File: config.mk
export PLATFORM = sky130hd
export DESIGN_NAME = pipe_control_unit_flat
export DESIGN_NICKNAME = d
export VERILOG_FILES = /design/src/rtl/ctrl_pkg.sv /design/src/rtl/pipe_control_unit_if.sv /design/src/rtl/ctrl_decoder.sv /design/src/rtl/pipe_control_unit.sv /design/src/flat_wrapper.sv
export SDC_FILE = /design/constraint.sdc
export NUM_CORES = 1
export LEC_CHECK = 0
export CAP_MARGIN = 20
export CORE_MARGIN = 2
export CORE_UTILIZATION = 47
export CTS_CLUSTER_DIAMETER = 30
export DETAILED_ROUTE_END_ITERATION = 10
export GPL_TIMING_DRIVEN = 0
export PLACE_DENSITY = 0.93
export SLEW_MARGIN = 20
export SYNTH_ARGS = -nofsm -noshare
export SYNTH_HDL_FRONTEND = slang
export SYNTH_SLANG_ARGS = --single-unit
File: constraint.sdc
create_clock -name clk -period 2.5 [get_ports clk]
set_clock_uncertainty 0.05 [all_clocks]
set_input_delay 0.5 -clock clk [delete_from_list [all_inputs] [get_ports clk]]
set_output_delay 0.5 -clock clk [all_outputs]
set_load 0.005 [all_outputs]
File: src/rtl/ctrl_pkg.sv
// Shared decode constants and pipeline control bundle for the RV32I control unit.
// Opcodes, ALU operation codes, immediate/result-select encodings and the ID/EX struct.
package ctrl_pkg;

    localparam logic [6:0] OP_R      = 7'b0110011;
    localparam logic [6:0] OP_I      = 7'b0010011;
    localparam logic [6:0] OP_LOAD   = 7'b0000011;
    localparam logic [6:0] OP_STORE  = 7'b0100011;
    localparam logic [6:0] OP_BRANCH = 7'b1100011;
    localparam logic [6:0] OP_LUI    = 7'b0110111;
    localparam logic [6:0] OP_JAL    = 7'b1101111;
    localparam logic [6:0] OP_JALR   = 7'b1100111;

    localparam logic [2:0] F3_BEQ = 3'b000;
    localparam logic [2:0] F3_BNE = 3'b001;
    localparam logic [2:0] F3_BLT = 3'b100;
    localparam logic [2:0] F3_BGE = 3'b101;

    localparam int ALU_BASE_W = 4;

    typedef enum logic [3:0] {
        ALU_ADD   = 4'd0,
        ALU_SUB   = 4'd1,
        ALU_AND   = 4'd2,
        ALU_OR    = 4'd3,
        ALU_XOR   = 4'd4,
        ALU_SLT   = 4'd5,
        ALU_SLL   = 4'd6,
        ALU_SRL   = 4'd7,
        ALU_SRA   = 4'd8,
        ALU_SLTU  = 4'd9,
        ALU_PASSB = 4'd10
    } alu_op_e;

    typedef enum logic [2:0] {
        IMM_I = 3'b000,
        IMM_S = 3'b001,
        IMM_B = 3'b010,
        IMM_J = 3'b011,
        IMM_U = 3'b100
    } imm_sel_e;

    typedef enum logic [1:0] {
        RES_ALU = 2'b00,
        RES_MEM = 2'b01,
        RES_PC4 = 2'b10
    } res_sel_e;

    // All-zero value of this struct is the pipeline bubble.
    typedef struct packed {
        logic       regwrite;
        logic       memwrite;
        res_sel_e   resultsrc;
        logic       alusrc;
        logic       branch;
        logic       jump;
        logic       jalr;
        alu_op_e    alucontrol;
        logic [2:0] funct3;
        logic       illegal;
    } idex_ctrl_t;

    // SUB exists only for R-type; SRA is selected by bit 30 for both R and I shifts.
    function automatic alu_op_e alu_from_funct(input logic [2:0] f3, input logic b5,
                                               input logic is_r);
        alu_op_e op;
        case (f3)
            3'b000:  op = (is_r && b5) ? ALU_SUB : ALU_ADD;
            3'b001:  op = ALU_SLL;
            3'b010:  op = ALU_SLT;
            3'b011:  op = ALU_SLTU;
            3'b100:  op = ALU_XOR;
            3'b101:  op = b5 ? ALU_SRA : ALU_SRL;
            3'b110:  op = ALU_OR;
            default: op = ALU_AND;
        endcase
        return op;
    endfunction

endpackage

File: src/rtl/pipe_control_unit_if.sv
// Decode-side inputs and per-stage control outputs of the pipeline control unit.
interface pipe_control_unit_if #(parameter int ALUC_W = 4);

    logic [6:0]        op_d;
    logic [2:0]        funct3_d;
    logic              funct7b5_d;
    logic              stall_d;
    logic              flush_e;
    logic              zero_e;
    logic              lt_e;

    logic [2:0]        immsrc_d;
    logic              illegal_d;
    logic [ALUC_W-1:0] alucontrol_e;
    logic              alusrc_e;
    logic [1:0]        resultsrc_e;
    logic              pcsrc_e;
    logic              jalr_e;
    logic              memwrite_m;
    logic              regwrite_m;
    logic              regwrite_w;
    logic [1:0]        resultsrc_w;
    logic              illegal_w;

    modport master (
        output op_d, funct3_d, funct7b5_d, stall_d, flush_e, zero_e, lt_e,
        input  immsrc_d, illegal_d, alucontrol_e, alusrc_e, resultsrc_e, pcsrc_e, jalr_e,
        input  memwrite_m, regwrite_m, regwrite_w, resultsrc_w, illegal_w
    );

    modport slave (
        input  op_d, funct3_d, funct7b5_d, stall_d, flush_e, zero_e, lt_e,
        output immsrc_d, illegal_d, alucontrol_e, alusrc_e, resultsrc_e, pcsrc_e, jalr_e,
        output memwrite_m, regwrite_m, regwrite_w, resultsrc_w, illegal_w
    );

endinterface

File: src/rtl/ctrl_decoder.sv
// Purely combinational instruction decoder: opcode/funct fields to the ID/EX control bundle.
module ctrl_decoder
    import ctrl_pkg::*;
#(
    parameter bit EN_JUMP = 1'b1
) (
    input  logic       [6:0] op,
    input  logic       [2:0] funct3,
    input  logic             funct7b5,
    output idex_ctrl_t       ctrl,
    output imm_sel_e         immsrc,
    output logic             illegal
);

    always_comb begin
        ctrl        = '0;
        immsrc      = IMM_I;
        illegal     = 1'b0;
        ctrl.funct3 = funct3;
        case (op)
            OP_R: begin
                ctrl.regwrite   = 1'b1;
                ctrl.alucontrol = alu_from_funct(funct3, funct7b5, 1'b1);
            end
            OP_I: begin
                ctrl.regwrite   = 1'b1;
                ctrl.alusrc     = 1'b1;
                ctrl.alucontrol = alu_from_funct(funct3, funct7b5, 1'b0);
            end
            OP_LOAD: begin
                ctrl.regwrite  = 1'b1;
                ctrl.alusrc    = 1'b1;
                ctrl.resultsrc = RES_MEM;
            end
            OP_STORE: begin
                ctrl.memwrite = 1'b1;
                ctrl.alusrc   = 1'b1;
                immsrc        = IMM_S;
            end
            OP_BRANCH: begin
                if (funct3 == 3'b010 || funct3 == 3'b011) begin
                    illegal = 1'b1;
                end else begin
                    ctrl.branch     = 1'b1;
                    ctrl.alucontrol = ALU_SUB;
                    immsrc          = IMM_B;
                end
            end
            OP_LUI: begin
                ctrl.regwrite   = 1'b1;
                ctrl.alusrc     = 1'b1;
                ctrl.alucontrol = ALU_PASSB;
                immsrc          = IMM_U;
            end
            OP_JAL: begin
                if (EN_JUMP) begin
                    ctrl.regwrite  = 1'b1;
                    ctrl.jump      = 1'b1;
                    ctrl.resultsrc = RES_PC4;
                    immsrc         = IMM_J;
                end else begin
                    illegal = 1'b1;
                end
            end
            OP_JALR: begin
                if (EN_JUMP) begin
                    ctrl.regwrite  = 1'b1;
                    ctrl.jump      = 1'b1;
                    ctrl.jalr      = 1'b1;
                    ctrl.alusrc    = 1'b1;
                    ctrl.resultsrc = RES_PC4;
                end else begin
                    illegal = 1'b1;
                end
            end
            default: illegal = 1'b1;
        endcase
        // An undecodable instruction must not leave any enable or select behind.
        if (illegal) begin
            ctrl   = '0;
            immsrc = IMM_I;
        end
        ctrl.illegal = illegal;
    end

endmodule

File: src/rtl/pipe_control_unit.sv
// Pipelined control unit: decoder plus ID/EX, EX/MEM and MEM/WB control registers
// and the execute-stage branch/jump redirect.
module pipe_control_unit
    import ctrl_pkg::*;
#(
    parameter int ALUC_W  = 4,
    parameter bit EN_JUMP = 1'b1
) (
    input logic              clk,
    input logic              rst,
    pipe_control_unit_if.slave bus
);

    typedef struct packed {
        logic     regwrite;
        logic     memwrite;
        res_sel_e resultsrc;
        logic     illegal;
    } exmem_t;

    typedef struct packed {
        logic     regwrite;
        res_sel_e resultsrc;
        logic     illegal;
    } memwb_t;

    idex_ctrl_t dec_ctrl;
    imm_sel_e   dec_imm;
    logic       dec_illegal;

    idex_ctrl_t idex_reg, idex_next;
    exmem_t     exmem_reg, exmem_next;
    memwb_t     memwb_reg, memwb_next;
    logic       cond_taken;

    ctrl_decoder #(.EN_JUMP(EN_JUMP)) u_dec (
        .op       (bus.op_d),
        .funct3   (bus.funct3_d),
        .funct7b5 (bus.funct7b5_d),
        .ctrl     (dec_ctrl),
        .immsrc   (dec_imm),
        .illegal  (dec_illegal)
    );

    always_comb begin
        if (bus.flush_e || bus.stall_d) begin
            idex_next = '0;
        end else begin
            idex_next = dec_ctrl;
        end
        exmem_next = '{regwrite: idex_reg.regwrite, memwrite: idex_reg.memwrite,
                       resultsrc: idex_reg.resultsrc, illegal: idex_reg.illegal};
        memwb_next = '{regwrite: exmem_reg.regwrite, resultsrc: exmem_reg.resultsrc,
                       illegal: exmem_reg.illegal};
    end

    always_ff @(posedge clk) begin
        if (rst) begin
            idex_reg  <= '0;
            exmem_reg <= '0;
            memwb_reg <= '0;
        end else begin
            idex_reg  <= idex_next;
            exmem_reg <= exmem_next;
            memwb_reg <= memwb_next;
        end
    end

    // Unsigned branches (bltu/bgeu) are decoded but never redirect here.
    always_comb begin
        case (idex_reg.funct3)
            F3_BEQ:  cond_taken = bus.zero_e;
            F3_BNE:  cond_taken = !bus.zero_e;
            F3_BLT:  cond_taken = bus.lt_e;
            F3_BGE:  cond_taken = !bus.lt_e;
            default: cond_taken = 1'b0;
        endcase
    end

    logic [ALU_BASE_W-1:0] aluc_base;
    logic [ALUC_W-1:0]     aluc_ext;
    assign aluc_base = idex_reg.alucontrol;

    for (genvar gi = 0; gi < ALUC_W; gi++) begin : g_aluc
        if (gi < ALU_BASE_W) begin : g_lo
            assign aluc_ext[gi] = aluc_base[gi];
        end else begin : g_hi
            assign aluc_ext[gi] = 1'b0;
        end
    end

    assign bus.immsrc_d     = dec_imm;
    assign bus.illegal_d    = dec_illegal;
    assign bus.alucontrol_e = aluc_ext;
    assign bus.alusrc_e     = idex_reg.alusrc;
    assign bus.resultsrc_e  = idex_reg.resultsrc;
    assign bus.pcsrc_e      = idex_reg.jump | (idex_reg.branch & cond_taken);
    assign bus.jalr_e       = idex_reg.jalr;
    assign bus.memwrite_m   = exmem_reg.memwrite;
    assign bus.regwrite_m   = exmem_reg.regwrite;
    assign bus.regwrite_w   = memwb_reg.regwrite;
    assign bus.resultsrc_w  = memwb_reg.resultsrc;
    assign bus.illegal_w    = memwb_reg.illegal;

endmodule

File: src/flat_wrapper.sv
// flat-port wrapper written by rule: the top's interface ports become plain ports
module pipe_control_unit_flat import ctrl_pkg::*;
#(
    parameter int ALUC_W  = 4,
    parameter bit EN_JUMP = 1'b1
)
  (clk, rst, bus_op_d, bus_funct3_d, bus_funct7b5_d, bus_stall_d, bus_flush_e, bus_zero_e, bus_lt_e, bus_immsrc_d, bus_illegal_d, bus_alucontrol_e, bus_alusrc_e, bus_resultsrc_e, bus_pcsrc_e, bus_jalr_e, bus_memwrite_m, bus_regwrite_m, bus_regwrite_w, bus_resultsrc_w, bus_illegal_w);
  pipe_control_unit_if #(.ALUC_W(ALUC_W)) bus_i ();
  input logic clk;
  input logic rst;
  input wire logic [$bits(bus_i.op_d)-1:0] bus_op_d;
  input wire logic [$bits(bus_i.funct3_d)-1:0] bus_funct3_d;
  input wire logic [$bits(bus_i.funct7b5_d)-1:0] bus_funct7b5_d;
  input wire logic [$bits(bus_i.stall_d)-1:0] bus_stall_d;
  input wire logic [$bits(bus_i.flush_e)-1:0] bus_flush_e;
  input wire logic [$bits(bus_i.zero_e)-1:0] bus_zero_e;
  input wire logic [$bits(bus_i.lt_e)-1:0] bus_lt_e;
  output wire logic [$bits(bus_i.immsrc_d)-1:0] bus_immsrc_d;
  output wire logic [$bits(bus_i.illegal_d)-1:0] bus_illegal_d;
  output wire logic [$bits(bus_i.alucontrol_e)-1:0] bus_alucontrol_e;
  output wire logic [$bits(bus_i.alusrc_e)-1:0] bus_alusrc_e;
  output wire logic [$bits(bus_i.resultsrc_e)-1:0] bus_resultsrc_e;
  output wire logic [$bits(bus_i.pcsrc_e)-1:0] bus_pcsrc_e;
  output wire logic [$bits(bus_i.jalr_e)-1:0] bus_jalr_e;
  output wire logic [$bits(bus_i.memwrite_m)-1:0] bus_memwrite_m;
  output wire logic [$bits(bus_i.regwrite_m)-1:0] bus_regwrite_m;
  output wire logic [$bits(bus_i.regwrite_w)-1:0] bus_regwrite_w;
  output wire logic [$bits(bus_i.resultsrc_w)-1:0] bus_resultsrc_w;
  output wire logic [$bits(bus_i.illegal_w)-1:0] bus_illegal_w;
  assign bus_i.op_d = bus_op_d;
  assign bus_i.funct3_d = bus_funct3_d;
  assign bus_i.funct7b5_d = bus_funct7b5_d;
  assign bus_i.stall_d = bus_stall_d;
  assign bus_i.flush_e = bus_flush_e;
  assign bus_i.zero_e = bus_zero_e;
  assign bus_i.lt_e = bus_lt_e;
  assign bus_immsrc_d = bus_i.immsrc_d;
  assign bus_illegal_d = bus_i.illegal_d;
  assign bus_alucontrol_e = bus_i.alucontrol_e;
  assign bus_alusrc_e = bus_i.alusrc_e;
  assign bus_resultsrc_e = bus_i.resultsrc_e;
  assign bus_pcsrc_e = bus_i.pcsrc_e;
  assign bus_jalr_e = bus_i.jalr_e;
  assign bus_memwrite_m = bus_i.memwrite_m;
  assign bus_regwrite_m = bus_i.regwrite_m;
  assign bus_regwrite_w = bus_i.regwrite_w;
  assign bus_resultsrc_w = bus_i.resultsrc_w;
  assign bus_illegal_w = bus_i.illegal_w;
  pipe_control_unit #(.ALUC_W(ALUC_W), .EN_JUMP(EN_JUMP)) u_core (.clk(clk), .rst(rst), .bus(bus_i));
endmodule
== Yosys cells after proc, flatten, opt, wreduce, memory -nomap -nowiden ==
Cells that the tools add are included.

* Eq/ne operators: 17
* Bitwise logic cells: 3
* Mux-type cells: 19
* Reductions and logical operators: 13

{| class="wikitable"
|+ Operator list
! kind !! number
|-
| 4-bit one-hot mux with 7 select lines || 2
|-
| 7-bit by 6-bit == test with 1-bit output (second input constant) || 3
|-
| 7-bit == test (second input constant) || 3
|-
| 4-bit one-hot mux with 4 select lines || 1
|-
| 3-bit == test (second input constant) || 5
|-
| 3-bit one-hot mux with 4 select lines || 1
|-
| 1-bit 2-to-1 mux || 9
|-
| 7-bit by 2-bit == test with 1-bit output (second input constant) || 1
|-
| 7-bit by 5-bit == test with 1-bit output (second input constant) || 1
|-
| 7-bit OR reduction || 1
|-
| 3-bit by 1-bit == test with 1-bit output (second input constant) || 2
|-
| 3-bit by 2-bit == test with 1-bit output (second input constant) || 2
|-
| 3-bit logical NOT || 2
|-
| 6-bit OR reduction || 1
|-
| 5-bit OR reduction || 1
|-
| 4-bit 2-to-1 mux || 1
|-
| 1-bit one-hot mux with 4 select lines || 1
|-
| 2-bit one-hot mux with 2 select lines || 1
|-
| 2-bit OR reduction || 2
|-
| 4-bit OR reduction || 1
|-
| 3-bit 2-to-1 mux || 1
|-
| 3-bit OR reduction || 1
|-
| 1-bit logical NOT || 2
|-
| 1-bit logical OR || 2
|-
| 5 further kinds || 5
|}

* Output and inout bits: 19
* Input port bits: 17
* Word-level logic and storage cells: 69
* Register bits: 25

== Logic depth before layout (Yosys ltp) ==
Gate-level depths: netlist of the first run.

* Depth in word-level cells: 5
* Depth in mapped cells: 6
* Mapped depth without buffers: 4

== Cells and area by module ==
Synthesis of the first run repeated with hierarchy kept, for this count alone.

* Cells, all modules: 123
* Area total of the unflattened synthesis: 1157.4 um^2

{| class="wikitable"
|+ By module, submodules not included
! module !! cells an instance !! seq. area each (um^2) !! instances !! area an instance (um^2)
|-
| pipe_control_unit || 62 || 500.5 || 1 || 770.7
|-
| ctrl_decoder || 61 || 0.0 || 1 || 386.6
|}

== Worst setup path before layout of the first run ==
OpenSTA, ideal clock, no wires.

* Kind: input -> output
* Start point: in bus_op_d[3]
* End point: out bus_immsrc_d[0]
* Setup slack: 0.666 ns
* Path buffers: 1
* Stages on the path: 3
* Data arrival time: 1.284 ns
* Data required time: 1.950 ns
* Cells stage by stage: buf_2 -> or3_1 -> a211oi_1

* Cells in the longest elaborated chain, start to end: 4
* Elaborated cells between the ends (all ways): 12
* Those cells by class: eq/ne: 8; mux: 3; reduce/logical: 1

{| class="wikitable"
|+ Ends and longest elaborated chain
! element !! line !! RTL
|-
| from (decl) || flat_wrapper.sv:11 || <nowiki>input wire logic [$bits(bus_i.op_d)-1:0] bus_op_d;</nowiki>
|-
| 7-bit == test (tied with other cells) || ctrl_decoder.sv:20 || <nowiki>case (op)</nowiki>
|-
| 7-bit OR reduction (no line) || n/a ||
|-
| 1-bit one-hot mux with 2 select lines || ctrl_decoder.sv:20 ||
|-
| 3-bit 2-to-1 mux (*) || ctrl_decoder.sv:79 || <nowiki>if (illegal) begin</nowiki>
|-
| to (decl) || flat_wrapper.sv:18 || <nowiki>output wire logic [$bits(bus_i.immsrc_d)-1:0] bus_immsrc_d;</nowiki>
|}

Every way passes the cells marked *; elsewhere a longest branch is shown, timed or not.

== Worst setup path in the final report of the first run ==
* Start point: in bus_op_d[1]
* End point: out bus_immsrc_d[2]

Same word-level chain as after synthesis.

==> results.json, run 1 <==
{
  "power_uw": 661,
  "p_int_uw": 503,
  "insertedDiodeCount": 0,
  "finalCriticalPeriod_ns": 2.44,
  "firstDrtPassIters": 4,
  "outcome": "finished, final reports clean",
  "dr.first_iter.drc_count": 22,
  "synth_compound_area_frac": 0.133,
  "r2r_slack_ns": 1.88,
  "fmax_mhz": 411,
  "num-fill-cells": 185,
  "via_per_inst": 4.93,
  "drive_gt1_frac": 0.205,
  "largest_reg_flops": 5,
  "placed_cells": 177,
  "seq_area_frac_synth": 0.462,
  "cts_max_level": 1,
  "mostFrequentLayoutCells": "clkdlybuf4s50_1 (26), dfxtp_1 (25)",
  "arrival_ns": 1.89,
  "portBuffers": 34,
  "top_layer": "met4",
  "post-place-ws_ns": -0.410,
  "crit_path_start_kind": "primary input",
  "cts_made_buffers": 3,
  "cts_sinks": 25,
  "wire_per_inst_um": 12.0,
  "cp-end-kind": "output pin",
  "synth_nets": 132,
  "route.met3.wl_um": 103,
  "yosys-mux-area-fraction": 0.00925,
  "die_w_um": 52.0,
  "nets": 174,
  "cts_tree": "done",
  "io_pins": 36,
  "final_cell_area_sq_um": 1530,
  "crit_top_cell": "clkdlybuf4s50_1",
  "synth_top_family_by_area": "simple AND/OR/NAND/NOR gates",
  "worstSetupPathType": "primary input to output pin",
  "synthSimpleGateAreaFrac": 0.284,
  "maxSlewHeadroom": 0.769,
  "grt_pass1_vias": 852,
  "vias": 908,
  "ys_seq_elements": 25,
  "antenna_found_initial": 0,
  "yosys.cell_types.count": 40,
  "start_util": 0.494,
  "hold_violations": 0,
  "switching_share": 0.239,
  "critPathBufInv": 3,
  "core-area_sq_um": 2190,
  "combPwrFrac": 0.132,
  "synthXorXnorAreaFrac": 0.0243,
  "dpl_cell_area_sq_um": 1460,
  "finalSetupViolations": 0,
  "cts.path.max_buffers": 2,
  "clock_latency_ns": 0.30,
  "final_core_utilization": 0.699,
  "syn_area_sq_um": 1080,
  "critPathTopFamily": "buffers and inverters",
  "max_stage_delay_ns": 0.50,
  "area_delta_synth_final_pct": 41.5,
  "wl_met1_um": 954,
  "cp_max_fo": 3,
  "num_rows": 17,
  "grt_max_degree": 16,
  "grt_overflow": 0,
  "ir_drop_mv": 0.311,
  "ant_nets": 0,
  "netSwitchingPower_uw": 158,
  "grtUsageTotal": 0.171,
  "synthCells": 115,
  "leakage_nw": 0.599,
  "avgSynthCellArea_sq_um": 9.41,
  "critical_path_required_ns": 1.95,
  "cpMaxStageDelayCell": "clkdlybuf4s50_1",
  "grt_first_pass_wirelength_mm": 3.44,
  "tightest_slew_ns": 0.346,
  "final_common_cell": "clkdlybuf4s50_1",
  "slew_violations": 0,
  "power_frac_clock": 0.262,
  "dp_hpwl_mm": 1.63,
  "yosys.area_share.adder": 0,
  "yosysWarnings": 0,
  "cts.clk_slew.worst_paths_ns": 0.14,
  "seq_power_share": 0.606,
  "hold_buffers": 0,
  "hold_path.class": "flop to flop",
  "post-route-period-util": 0.974,
  "power.density_nw_per_um2": 431,
  "fin_tns_setup_ns": 0,
  "clock-root-buffer": "clkbuf_4",
  "holdWs_ns": 0.401,
  "dr_wl_met2_mm": 1.12,
  "drv_cap": 0,
  "gp_congestion": 0.873,
  "drc": 0,
  "die_h_um": 52.0,
  "wirelength_mm": 2.20,
  "fin_ws_ns": 0.0641,
  "die_area_sq_um": 2700,
  "fin_cells": 184,
  "crit_path_cell_trace": "clkdlybuf4s50_1 -> and3b_1 -> nand2_1 -> inv_1 -> clkdlybuf4s50_1"
}
-- area by class of cell --
cell class / instances / area, sq um / share of cell area
clock inverters: 1 / 7.51 / 0.00490
inverters: 6 / 22.5 / 0.0147
multi-input cells: 74 / 504 / 0.329
clock buffers: 3 / 22.5 / 0.0147
well taps: 28 / 35.0 / 0.0229
plain buffers: 10 / 83.8 / 0.0547
repair buffers: 37 / 355 / 0.232
flip-flops and latches: 25 / 500 / 0.327
-- layer usage --
layer | vias up | GRT usage
met5 | - | 0
met4 | 0 | 0.0614
met3 | 2 | 0.0287
met2 | 26 | 0.306
met1 | 410 | 0.203
li1 | 470 | -
-- timing repair --
| action | in CTS | in global routing |
|---|---|---|
| gates cloned | 0 | 0 |
| setup buffers | 2 | 1 |
| endpoints found under the setup margin | 4 | 3 |
| gates resized for setup | 13 | 6 |
| pin swaps | 2 | 1 |
-- power groups by stage --
stage / logic, mW / clock network [mW] / registers [mW]
2_1_floorplan: 0.0399 / 0 / 0.409
3_3_place_gp: 0.0800 / 0 / 0.409
3_5_place_dp: 0.0829 / 0 / 0.409
4_1_cts: 0.0847 / 0.177 / 0.401
5_1_grt: 0.0948 / 0.196 / 0.401
6_report: 0.0870 / 0.173 / 0.400
-- cell families after synthesis --
family | Yosys count
buffers and inverters | 16
multiplexers | 1
AND/OR/NAND/NOR | 52
XOR/XNOR | 3
flip-flops | 25
AO/OA/AOI/OAI | 18
-- path summary, 6_finish.rpt --
path / from / to / cells past startpoint
max reg2reg: u_core.bus.resultsrc_e[0]$_SDFF_PP0_ / u_core.exmem_reg[1]$_SDFF_PP0_ / 1
min reg2reg: u_core.exmem_next[3]$_SDFF_PP0_ / u_core.bus.memwrite_m$_SDFF_PP0_ / 1
max: bus_op_d[1] / bus_immsrc_d[2] / 5
min: u_core.exmem_next[3]$_SDFF_PP0_ / u_core.bus.memwrite_m$_SDFF_PP0_ / 1
-- synth_stat cells --
cell type | number | share of area
dfxtp_1 | 25 | 0.46
nand2_1 | 9 | 0.031
nor2_1 | 9 | 0.031
nor2b_1 | 9 | 0.052
buf_4 | 6 | 0.042
inv_1 | 6 | 0.021
a21oi_1 | 5 | 0.023
buf_2 | 3 | 0.014
nand2b_1 | 3 | 0.017
nor3_2 | 3 | 0.028
and2b_1 | 2 | 0.014
nand3_1 | 2 | 0.0092
nor3_1 | 2 | 0.0092
nor4_1 | 2 | 0.012
o21ai_0 | 2 | 0.0092
or3_1 | 2 | 0.012
xnor2_1 | 2 | 0.016
a211oi_1 | 1 | 0.0069
a211oi_2 | 1 | 0.012
a21boi_0 | 1 | 0.0069
a311oi_1 | 1 | 0.0081
a31o_2 | 1 | 0.0081
a32oi_1 | 1 | 0.0081
a41oi_2 | 1 | 0.015
and2_1 | 1 | 0.0058
and3b_1 | 1 | 0.0081
buf_6 | 1 | 0.010
mux2i_1 | 1 | 0.0092
nand4_1 | 1 | 0.0058
nand4b_1 | 1 | 0.0081
nor2_2 | 1 | 0.0058
nor3b_1 | 1 | 0.0069
nor4_2 | 1 | 0.012
nor4bb_1 | 1 | 0.0092
o211ai_2 | 1 | 0.012
o21ai_1 | 1 | 0.0046
o22a_1 | 1 | 0.0081
o31ai_2 | 1 | 0.012
or3b_1 | 1 | 0.0081
xor2_1 | 1 | 0.0081
(Power assumes the default switching activity.)
==> inputs of run 2 (changes only) <==
Settings changed: ABC_AREA set to 1, CORE_UTILIZATION 47 to 45, PLACE_DENSITY 0.93 to 0.89.
==> run 2 against run 1 <==
Global-route usage decreased by 0.92 points. Highest routed layer unchanged. Synthesized cell count is 31% higher. Critical endpoint unchanged. Sequential cell count unchanged.
==> results.json, run 2 <==
{
  "timing.rr.start": "u_core.bus.resultsrc_e[0]$_SDFF_PP0_",
  "gp_congestion": 0.864,
  "seq_area_frac_synth": 0.433,
  "arrival_ns": 1.88,
  "grt_overflow": 0,
  "power.density_nw_per_um2": 407,
  "seq_power_share": 0.613,
  "crit_path_start_kind": "primary input",
  "mostFrequentLayoutCells": "clkdlybuf4s50_1 (27), dfxtp_1 (25), nand2_1 (22)",
  "yosysMostFrequentCell": "dfxtp_1",
  "ant_nets": 0,
  "wire_per_inst_um": 9.58,
  "hold_buffers": 0,
  "critPathTopFamily": "buffers and inverters",
  "worstHoldStart": "u_core.exmem_reg[0]$_SDFF_PP0_",
  "timing.rr.end": "u_core.exmem_reg[1]$_SDFF_PP0_",
  "die_w_um": 54.7,
  "worstSetupPathType": "primary input to output pin",
  "largest_reg_flops": 5,
  "finalSetupViolations": 0,
  "fmax_mhz": 411,
  "drv_cap": 0,
  "synthXorXnorAreaFrac": 0,
  "leakage_nw": 0.690,
  "synth_top_cell_by_area": "dfxtp_1",
  "r2r_slack_ns": 1.93,
  "vias": 1016,
  "drc": 0,
  "power_frac_clock": 0.268,
  "cts_max_level": 1,
  "grt_first_pass_wirelength_mm": 3.47,
  "dp_hpwl_mm": 1.75,
  "critPathBufInv": 3,
  "area_delta_synth_final_pct": 38.9,
  "grt_pass1_vias": 919,
  "yosys.area_share.adder": 0,
  "core-area_sq_um": 2450,
  "cts_tree": "done",
  "cts_sinks": 25,
  "cpMaxStageDelayCell": "clkdlybuf4s50_1",
  "critical_path_required_ns": 1.95,
  "clock-root-buffer": "clkbuf_4",
  "synth_edf_count": 0,
  "num_rows": 18,
  "synthFlopType": "dfxtp_1",
  "grt_max_degree": 14,
  "drive_gt1_frac": 0.258,
  "hold_depth": 2,
  "syn_area_sq_um": 1160,
  "cts.path.max_buffers": 2,
  "cp-end-kind": "output pin",
  "fin_tns_setup_ns": 0,
  "hold_violations": 0,
  "yosys-mux-area-fraction": 0.00866,
  "synth_top_family_by_area": "simple AND/OR/NAND/NOR gates",
  "netSwitchingPower_uw": 155,
  "clock_latency_ns": 0.31,
  "post-route-period-util": 0.973,
  "critical_path_depth": 6,
  "yosysWarnings": 0,
  "r2r_cells": 2,
  "synth_nets": 168,
  "crit_top_cell": "clkdlybuf4s50_1",
  "hold_path.class": "flop to flop",
  "switching_share": 0.237,
  "power_uw": 653,
  "wirelength_mm": 2.15,
  "io_pins": 36,
  "antenna_found_initial": 0,
  "combPwrFrac": 0.118,
  "p_int_uw": 498,
  "rsz0062_at_grt": "no",
  "start_util": 0.471,
  "die_h_um": 54.7,
  "portBuffers": 34,
  "regArea_sq_um": 500,
  "max_stage_delay_ns": 0.49,
  "nets": 212,
  "tightest_slew_ns": 0.409,
  "die_area_sq_um": 2990,
  "ys_top_cells_by_count": "dfxtp_1 (25), nand2_1 (24), nor2_1 (23), inv_1 (21), nor2_2 (10)",
  "synth_compound_area_frac": 0.0422,
  "yosys.cell_types.count": 21,
  "yosys-top-cells-area": "dfxtp_1 (43%), nand2_1 (7.8%), nor2_1 (7.5%)",
  "cts_made_buffers": 3,
  "avgSynthCellArea_sq_um": 7.66,
  "crit_path_cell_trace": "clkdlybuf4s50_1 -> nand2_2 -> nor2_4 -> nand2_1 -> inv_2 -> clkdlybuf4s50_1",
  "dr.first_iter.drc_count": 11,
  "ir_drop_mv": 0.328,
  "post-place-ws_ns": -0.280,
  "slew_violations": 0,
  "ys_seq_elements": 25,
  "fin_ws_ns": 0.0668,
  "maxSlewHeadroom": 0.726,
  "outcome": "finished, final reports clean",
  "insertedDiodeCount": 0,
  "grtUsageTotal": 0.162,
  "placed_cells": 215,
  "worstHoldEndpoint": "u_core.bus.illegal_w$_SDFF_PP0_",
  "cp_max_fo": 4,
  "fin_cells": 224,
  "synthSimpleGateAreaFrac": 0.382,
  "via_per_inst": 4.54,
  "cts.clk_slew.worst_paths_ns": 0.12,
  "finalCriticalPeriod_ns": 2.43,
  "firstDrtPassIters": 4,
  "synthCells": 151,
  "async_flop_share": 0,
  "final_common_cell": "clkdlybuf4s50_1",
  "num-fill-cells": 200,
  "netlist.area_leader.share": 0.433,
  "multi_input_area_sq_um": 520
}
## run 2: cell types whose count changed in the layout (fill, tap and decap cells not counted), sizes merged, moves of 2 or more
cell    change
xnor2       -2
nor4        -3
nor2       +28
nor2b       -9
nand2b      -3
a211oi      -2
clkbuf      +2
o21ai       -2
inv        +17
nand3b      +2
nand3       +8
nand2      +22
and2b       -2
or3         -2
## run 2: stage by stage
| step | area, sq um | hold WS [ns] | utilization |
|---|---|---|---|
| after global placement | 1530 | 0.339 | 0.625 |
| after detailed placement | 1530 | 0.347 | 0.625 |
| after global routing | 1610 | 0.387 | 0.654 |
| final | 1610 | 0.365 | 0.654 |
| after floorplan | 1160 | 0.338 | - |
| after CTS | 1600 | 0.364 | 0.652 |
## run 2: power by group through the flow
stage	Sequential [mW]	Clock (mW)	Combinational, mW
2_1_floorplan	0.409	0	0.0366
3_3_place_gp	0.409	0	0.0716
3_5_place_dp	0.409	0	0.0745
4_1_cts	0.400	0.177	0.0768
5_1_grt	0.401	0.193	0.0852
6_report	0.400	0.175	0.0773
## run 2: what timing repair did
item                       in CTS  in global routing
cloned                          0                  0
setup buffers                   5                  0
setup endpoints to repair       4                  2
pin swaps                       3                  0
gates resized for setup        14                  5
## run 2: how the worst max path moves through the flow
stage | start | to | slack [ns]
global route | bus_op_d[3] | bus_immsrc_d[2] | 0.008
finish | bus_op_d[1] | bus_immsrc_d[2] | 0.07
global placement | bus_op_d[4] | bus_illegal_d | -0.25
floorplan | bus_op_d[3] | bus_illegal_d | 0.81
detailed placement | bus_op_d[4] | bus_illegal_d | -0.28
CTS | bus_op_d[1] | bus_immsrc_d[2] | 0.004
## run 2: layout make-up
class / instances / area share
multi-input combinational: 95 / 0.324
sequential: 25 / 0.312
timing repair buffer: 39 / 0.228
inverter: 23 / 0.0538
buffer: 8 / 0.0429
tap: 30 / 0.0234
clock buffer: 4 / 0.0164
## run 2: per-layer routing
layer / track usage / routed length (um) / vias to the layer above
met5: 0 / 0 / -
met1: 0.178 / 936 / 444
met3: 0.0219 / 104 / 4
li1: - / - / 544
met2: 0.280 / 1070 / 24
met4: 0.121 / 38 / 0
## run 2: worst min-delay path: cells and delay by family, from the launching register on
kind / cells / cell delay, ns
buf+inv: 1 / 0.04
simple gates: 1 / 0.03
flops: 1 / 0.32
## run 2: cells by family after synthesis
family | after synthesis
DFF | 25
and+or+nand+nor | 86
buffers and inverters | 31
muxes | 1
AOI/OAI and AO/OA | 8
